[config.mk]
export PLATFORM = sky130hd
export DESIGN_NAME = memwb_pipe_stage
export DESIGN_NICKNAME = d
export VERILOG_FILES = /design/src/rtl/memwb_pipe_stage.sv
export SDC_FILE = /design/constraint.sdc
export NUM_CORES = 1
export LEC_CHECK = 0
export BUFFER_PORTS_ARGS = -buffer_cell sky130_fd_sc_hd__buf_2
export CAP_MARGIN = 10
export CORE_ASPECT_RATIO = 1.2
export CORE_MARGIN = 10
export CORE_UTILIZATION = 50
export DETAILED_ROUTE_END_ITERATION = 8
export PLACE_DENSITY = 0.87
export SKIP_CTS_REPAIR_TIMING = 1
export SLEW_MARGIN = 20
export SYNTH_ARGS = -nofsm -noshare
export SYNTH_HDL_FRONTEND = slang
export SYNTH_SLANG_ARGS = --single-unit
[constraint.sdc]
create_clock -name clk_i -period 3 [get_ports clk_i]
set_clock_uncertainty 0.1 [all_clocks]
set_input_delay 0.6 -clock clk_i [delete_from_list [all_inputs] [get_ports clk_i]]
set_output_delay 0.6 -clock clk_i [all_outputs]
set_load 0.01 [all_outputs]
[src/rtl/memwb_pipe_stage.sv]
// ============================================================================
// Module   : memwb_pipe_stage
// Brief    : MEM/WB pipeline stage. It has a valid/ready handshake on both
//            sides, a 2-entry skid buffer, a synchronous flush, the writeback
//            mux, x0 write gating and a saturating back-pressure counter.
//            Optional EX forwarding ports are added when MEMWB_STAGE_FWD_EN
//            is defined.
// Revision : 1.0 - initial parametrised release
// ============================================================================
`default_nettype none

module memwb_pipe_stage #(
  parameter int DATA_W      = 32,
  parameter int RADDR_W     = 5,
  parameter int STALL_CNT_W = 16
) (
  input  logic                   clk_i,
  input  logic                   start_i,
  input  logic                   flush_i,
  input  logic                   valid_i,
  output logic                   ready_o,
  input  logic                   RegWrite_i,
  input  logic                   MemtoReg_i,
  input  logic [DATA_W-1:0]      ALUdata_i,
  input  logic [DATA_W-1:0]      ReadData_i,
  input  logic [RADDR_W-1:0]     RegWaddr_i,
  output logic                   valid_o,
  input  logic                   ready_i,
  output logic                   RegWrite_o,
  output logic [DATA_W-1:0]      WbData_o,
  output logic [RADDR_W-1:0]     RegWaddr_o,
  output logic [STALL_CNT_W-1:0] stall_cnt_o
`ifdef MEMWB_STAGE_FWD_EN
  ,
  output logic                   fwd_valid_o,
  output logic [RADDR_W-1:0]     fwd_addr_o,
  output logic [DATA_W-1:0]      fwd_data_o
`endif
);

  localparam logic [STALL_CNT_W-1:0] C_CNT_ONE = {{(STALL_CNT_W-1){1'b0}}, 1'b1};
  localparam logic [STALL_CNT_W-1:0] C_CNT_MAX = {STALL_CNT_W{1'b1}};

  logic                   out_valid_q, out_valid_d;
  logic                   out_rw_q,    out_rw_d;
  logic [DATA_W-1:0]      out_data_q,  out_data_d;
  logic [RADDR_W-1:0]     out_addr_q,  out_addr_d;
  logic                   skd_valid_q, skd_valid_d;
  logic                   skd_rw_q,    skd_rw_d;
  logic [DATA_W-1:0]      skd_data_q,  skd_data_d;
  logic [RADDR_W-1:0]     skd_addr_q,  skd_addr_d;
  logic [STALL_CNT_W-1:0] stall_cnt_q, stall_cnt_d;

  logic              w_accept;
  logic              w_consume;
  logic [DATA_W-1:0] w_in_data;

  assign ready_o   = !skd_valid_q;
  assign w_accept  = valid_i && ready_o;
  assign w_consume = out_valid_q && ready_i;
  // Writeback data is selected when the entry is captured, so downstream sees a settled value.
  assign w_in_data = MemtoReg_i ? ReadData_i : ALUdata_i;

  always_comb begin
    out_valid_d = out_valid_q;
    out_rw_d    = out_rw_q;
    out_data_d  = out_data_q;
    out_addr_d  = out_addr_q;
    skd_valid_d = skd_valid_q;
    skd_rw_d    = skd_rw_q;
    skd_data_d  = skd_data_q;
    skd_addr_d  = skd_addr_q;

    if (flush_i) begin
      out_valid_d = 1'b0;
      skd_valid_d = 1'b0;
    end else if (!out_valid_q || w_consume) begin
      if (skd_valid_q) begin
        out_valid_d = 1'b1;
        out_rw_d    = skd_rw_q;
        out_data_d  = skd_data_q;
        out_addr_d  = skd_addr_q;
        skd_valid_d = w_accept;
        if (w_accept) begin
          skd_rw_d   = RegWrite_i;
          skd_data_d = w_in_data;
          skd_addr_d = RegWaddr_i;
        end
      end else begin
        out_valid_d = w_accept;
        if (w_accept) begin
          out_rw_d   = RegWrite_i;
          out_data_d = w_in_data;
          out_addr_d = RegWaddr_i;
        end
      end
    end else if (w_accept) begin
      skd_valid_d = 1'b1;
      skd_rw_d    = RegWrite_i;
      skd_data_d  = w_in_data;
      skd_addr_d  = RegWaddr_i;
    end
  end

  always_comb begin
    stall_cnt_d = stall_cnt_q;
    if (out_valid_q && !ready_i && (stall_cnt_q != C_CNT_MAX)) begin
      stall_cnt_d = stall_cnt_q + C_CNT_ONE;
    end
  end

  always_ff @(posedge clk_i or negedge start_i) begin
    if (!start_i) begin
      out_valid_q <= 1'b0;
      out_rw_q    <= 1'b0;
      out_data_q  <= '0;
      out_addr_q  <= '0;
      skd_valid_q <= 1'b0;
      skd_rw_q    <= 1'b0;
      skd_data_q  <= '0;
      skd_addr_q  <= '0;
      stall_cnt_q <= '0;
    end else begin
      out_valid_q <= out_valid_d;
      out_rw_q    <= out_rw_d;
      out_data_q  <= out_data_d;
      out_addr_q  <= out_addr_d;
      skd_valid_q <= skd_valid_d;
      skd_rw_q    <= skd_rw_d;
      skd_data_q  <= skd_data_d;
      skd_addr_q  <= skd_addr_d;
      stall_cnt_q <= stall_cnt_d;
    end
  end

  assign valid_o     = out_valid_q;
  assign RegWrite_o  = out_valid_q && out_rw_q && (out_addr_q != '0);
  assign WbData_o    = out_data_q;
  assign RegWaddr_o  = out_addr_q;
  assign stall_cnt_o = stall_cnt_q;

`ifdef MEMWB_STAGE_FWD_EN
  // Only the OUT entry is forwarded; a younger SKD entry is deliberately hidden.
  assign fwd_valid_o = RegWrite_o;
  assign fwd_addr_o  = out_addr_q;
  assign fwd_data_o  = out_data_q;
`endif

endmodule

`default_nettype wire
==> results of run 1 <==
worst max-delay path, cell delays in order (launching register included):
cell and delay (ns):
dfrtp_2 0.36, buf_4 0.55, inv_1 0.12, nand4_1 0.12
buf_4 0.52, mux2_2 0.41
how the worst min path moves through the flow:
stage	slack, ns	end	cells past startpoint	start
floorplan	0.20	RegWaddr_o[0]	0	start_i
global placement	0.36	WbData_o[2]	2	WbData_o[2]
detailed placement	0.37	WbData_o[18]	2	WbData_o[18]
CTS	0.10	WbData_o[16]	1	start_i
global route	0.12	WbData_o[16]	1	start_i
finish	0.1	WbData_o[16]	1	start_i
stage by stage:
step           setup WS [ns]  hold WS, ns  instances
5_1_grt                0.470        0.122        672
6_report               0.689       0.0960        672
4_1_cts                0.648        0.100        672
3_3_place_gp           0.725        0.359        656
2_1_floorplan           1.08        0.204        435
3_5_place_dp           0.582        0.369        656
layout by cell type, fill, tap and decap left out, types with 2 or more instances in the layout:
cell,instances
and3_1,2
nor3_1,4
nand3_1,4
dfrtp_1,93
buf_12,2
o21ai_0,68
buf_4,3
nor2_1,38
nand4b_1,2
mux2i_1,38
nand4_1,4
inv_1,2
nor2b_1,2
clkbuf_8,12
buf_2,130
o21ai_1,2
or3_4,2
mux2_2,8
clkbuf_1,2
xor2_1,8
xnor2_1,4
nand2_1,76
or3_1,2
a21oi_1,35
final cells by class:
cell class | instances | area [um2]
fillers | 691 | 3010
flip-flops and latches | 94 | 2350
multi-input cells | 311 | 1810
repair buffers | 135 | 713
clock buffers | 14 | 173
well taps | 114 | 143
clock inverters | 2 | 38.8
inverters | 2 | 7.51
cell families after synthesis:
logic type | after synthesis | share of synthesized area (%)
and+or+nand+nor | 145 | 15.5
AOI/OAI and AO/OA | 106 | 12.5
DFF | 94 | 54.9
muxes | 47 | 11.3
buffers and inverters | 30 | 2.95
xor gates and xnor gates | 12 | 2.45
adders and majority gates | 1 | 0.292
state kept, by name, summed over array words and instances (netlist names):
signal       cells
WbData_o        32
skd_data_q      32
stall_cnt_o     16
RegWaddr_o       5
skd_addr_q       5
out_rw_q         1
skd_rw_q         1
skd_valid_q      1
valid_o          1
synth_stat cells:
cell type	instances
nor4_4	1
mux2_2	8
a21oi_1	35
nand2_1	76
nor2_2	1
ha_1	1
dfrtp_1	94
or3_1	3
o21ai_1	2
mux2i_1	38
and3_1	2
nand4b_1	2
nor2_1	38
or3_4	1
o21ai_0	68
nor3_1	4
nand2b_1	1
nand4_1	4
nor4_2	1
inv_1	2
and4_1	1
nand3_2	1
nor3b_2	1
clkbuf_1	17
xor2_1	8
nand4_2	1
mux2_4	1
xnor2_1	4
o311a_1	1
buf_2	11
nand3_1	4
nor3_2	1
nor2b_1	2
metal layers:
metal / track usage (%) / vias to the layer above / wire length (um)
li1: - / 1719 / -
met1: 20.4 / 1646 / 4630
met2: 27.1 / 129 / 5070
met3: 4.99 / 17 / 771
met4: 7.40 / 4 / 160
met5: 0 / - / 27
power by group through the flow:
stage | Combinational [uW] | Sequential, uW | Clock (uW)
floorplan | 293 | 1720 | 0
global placement | 595 | 1680 | 0
detailed placement | 632 | 1690 | 0
CTS | 631 | 1670 | 896
global route | 701 | 1700 | 940
finish | 616 | 1670 | 880
==> impl_metrics.toml, run 1 <==
[floorplan]
design.die.area_mm2 = 0.0127
pin_count = 132
die_h_um = 121
initial_core_util_pct = 52.0
die_w_um = 104
rows = 36
coreArea_mm2 = 0.00824

[power_and_ir_drop]
power_frac_clock_pct = 27.8
comb_power_share_pct = 19.4
p_leak_uw = 0.00271
fin_total_pwr_uw = 3170
powerDensity_mw_per_mm2 = 605
seq_power_share_pct = 52.8
peakVddDrop_mv = 0.345
netSwitchingFraction_pct = 29.4
switchingPower_uw = 932
internal_power_uw = 2240

[route]
first_pass_iters = 4
drt_iter0_markers = 153
drt_wl_total_um = 10700
drc_errors = 0
ant_nets = 0
vias = 3515
via_per_inst = 5.23
wl_per_cell_um = 15.9

[global_routing]
grt_pass1_wl_um = 17500
grt_pass1_vias = 3695
track_usage_pct = 16.8
antenna_found_initial = 2
grt_overflow = 0
grt_max_degree = 77

[cts]
cts_max_level = 3
clkLatencyLatePin_ns = 0.36
cts_made_buffers = 9
cts_root_buf = "clkbuf_8"
path_clk_slew_ns = 0.09
cts.path.max_buffers = 2
cts_sinks = 94
cts_tree = "built"

[synth]
yosys_warnings = 0
synth-seq-cells = 94
ys_seq_area_share_pct = 54.9
synth_top_area_share_pct = 54.9
ys_top_cells_by_area = "dfrtp_1, mux2i_1, o21ai_0, nand2_1, a21oi_1"
avgSynthCellArea_um2 = 9.85
yosys.area.top_type = "dfrtp_1"
postSynthCellCount = 435
netlist_area_mm2 = 0.00428
yosysUniqueCellTypes = 33
syn-num-nets = 512

[outcome]
outcome = "complete, no violations"

[cells_and_area]
layout-drive-gt1-share_pct = 30.1
diodes = 0
area_growth_pct = 22.3
nNetsFinal = 630
post-route-cell-area_mm2 = 0.00524
final_util_pct = 63.5

[sta]
max_slew_margin_pct = 52.2
slew_violations = 0
worst_pin_slew_ns = 0.718
finalSetupViolations = 0
rsz0062_at_grt = "false"
finalCriticalPeriod_ns = 2.31
period_share_pct = 77.0
finalSetupTns_ns = 0
max_freq_mhz = 433
finalHoldViolations = 0

[critical_path]
critPathCapture = "skd_addr_q[1]"
arrival_ns = 2.45
r2r-start = "skd_valid_q"
worstPathMaxFanout = 71
critical_path_class = "reg2reg"
critPathLaunch = "skd_valid_q"
cp-start-kind = "flop"
rr_worst_depth = 5
cp_data_required_time_ns = 3.14
worstSetupEndpointType = "flop"
reg2reg_to = "skd_addr_q[1]"
reg2reg_slack_ns = 0.69

[placed_design]
port_buffers = 131
place.gp.congestion = 0.854
dp_hpwl_um = 7890
placed_area_mm2 = 0.00502

[run]
cap_violations = 0

[hold_path]
hp-class = "in2async"
Power figures use the tool's default switching activity.
==> inputs of run 2 (changes only) <==
==> constraint.sdc (replaced) <==
create_clock -name clk_i -period 2.3 [get_ports clk_i]
set_clock_uncertainty 0.1 [all_clocks]
set_input_delay 0.46 -clock clk_i [delete_from_list [all_inputs] [get_ports clk_i]]
set_output_delay 0.46 -clock clk_i [all_outputs]
set_load 0.01 [all_outputs]
==> run 2 against run 1 <==
- via count rose by 1.5%
- critical path type is now reg2out
- combinational power rose by 33%
- design area rose by 0.24%
- first-iteration DRC count rose by 18%
- non-clock buffer count rose by 3
- register-to-register slack got worse by 0.35 ns
- total power rose by 27%
- sequential cell count did not move
==> impl_metrics.toml, run 2 (synthesis gave the netlist of run 1 again) <==
[hold_path]
hp-class = "in2reg"
min_from = "flush_i"
min_to = "valid_o"
min_path_cells = 2

[placed_design]
dp_hpwl_um = 7940
port_buffers = 131
place.gp.congestion = 0.918

[power_and_ir_drop]
switchingPower_uw = 1220
seq_power_share_pct = 53.9
internal_power_uw = 2820
power_frac_clock_pct = 25.9
p_leak_uw = 0.00271
comb_power_share_pct = 20.2
peakVddDrop_mv = 0.443
powerDensity_mw_per_mm2 = 769
fin_total_pwr_uw = 4040
netSwitchingFraction_pct = 30.2

[critical_path]
critPathLaunch = "RegWaddr_o[1]"
rr_worst_depth = 5
path_cells = "or3_1, o311a_1, buf_2"
reg2reg_to = "stall_cnt_o[12]"
r2r-start = "stall_cnt_o[0]"
worstPathMaxFanout = 3
cp_slowest_cell = "dfrtp_1"
arrival_ns = 1.56
worstSetupEndpointType = "primary output"
reg2reg_slack_ns = 0.34
cp_data_required_time_ns = 1.74
cp-start-kind = "flop"
critical_path_class = "reg2out"
critPathMaxStageDelay_ns = 0.40

[cts]
cts_tree = "built"
path_clk_slew_ns = 0.09
cts_root_buf = "clkbuf_8"
cts_max_level = 3
cts_made_buffers = 9
cts.path.max_buffers = 2
cts_sinks = 94
clkLatencyLatePin_ns = 0.36

[cells_and_area]
area_growth_pct = 22.6
layout-drive-gt1-share_pct = 30.2
fillCellCount = 663
diodes = 0
layout_commonest_cell = "buf_2"
final_cell_mix = "buf_2, dfrtp_1, nand2_1, o21ai_0"
nNetsFinal = 633

[sta]
finalCriticalPeriod_ns = 2.12
rsz0062_at_grt = "false"
slew_violations = 0
worst_pin_slew_ns = 0.727
hold_ws_ns = 0.186
finalHoldViolations = 0
max_freq_mhz = 473
finalSetupTns_ns = 0
finalSetupViolations = 0
period_share_pct = 92.0
max_slew_margin_pct = 51.5

[floorplan]
die_w_um = 104
die_h_um = 121
rows = 36
pin_count = 132
coreArea_mm2 = 0.00824
initial_core_util_pct = 52.0
design.die.area_mm2 = 0.0127

[route]
ant_nets = 0
drt_wl_total_um = 10700
drt_iter0_markers = 180
first_pass_iters = 4
wl_per_cell_um = 15.9
vias = 3567
via_per_inst = 5.30
drc_errors = 0

[global_routing]
track_usage_pct = 17.2
grt_overflow = 0
grt_pass1_vias = 3732
antenna_found_initial = 2
grt_pass1_wl_um = 17900
grt_max_degree = 77

[run]
cap_violations = 0

[outcome]
outcome = "complete, no violations"
[run 2: worst max path at each step]
stage          slack (ns)  cells after the start              end
3_3_place_gp         0.34                      5  stall_cnt_o[12]
5_1_grt              0.10                      3       RegWrite_o
6_report             0.18                      3       RegWrite_o
2_1_floorplan        0.44                      5  stall_cnt_o[12]
3_5_place_dp         0.33                      5  stall_cnt_o[12]
4_1_cts              0.17                      3       RegWrite_o
[run 2: layout make-up]
class / count / area, um2 / share of cell area, %
Sequential cell: 94 / 2350 / 44.8
Clock inverter: 4 / 50.0 / 0.953
Timing Repair Buffer: 138 / 763 / 14.5
Multi-Input combinational cell: 311 / 1810 / 34.4
Inverter: 2 / 7.51 / 0.143
Clock buffer: 10 / 128 / 2.43
Tap cell: 114 / 143 / 2.72
[run 2: power groups by stage]
| stage | clock, uW | sequential [uW] | combinational, uW |
|---|---|---|---|
| after global placement | 0 | 2180 | 790 |
| after global routing | 1130 | 2210 | 942 |
| after detailed placement | 0 | 2200 | 835 |
| final | 1050 | 2180 | 817 |
| after floorplan | 0 | 2240 | 382 |
| after CTS | 1070 | 2170 | 834 |
[run 2: metrics by stage]
| stage | utilization (%) | cell area, um2 | setup slack (ns) | cells |
|---|---|---|---|---|
| floorplan | - | 4280 | 0.442 | 435 |
| global placement | 61.4 | 5060 | 0.343 | 658 |
| detailed placement | 61.4 | 5060 | 0.332 | 658 |
| CTS | 63.6 | 5240 | 0.166 | 672 |
| global route | 63.7 | 5250 | 0.101 | 673 |
| finish | 63.7 | 5250 | 0.184 | 673 |
[run 2: layer usage]
layer | track usage [%] | wire [um] | share of wire, % | up-vias
met4 | 8.01 | 244 | 2.3 | 4
li1 | - | - | - | 1728
met3 | 5.47 | 815 | 7.6 | 21
met1 | 21.3 | 4790 | 45 | 1680
met5 | 0 | 27 | 0.25 | -
met2 | 26.7 | 4830 | 45 | 134
[run 2: critical path, delay by kind of cell (launching register included)]
kind | cells | cell delay [ns]
simple gates | 1 | 0.37
flops | 1 | 0.40
buf+inv | 1 | 0.14
compound gates | 1 | 0.28
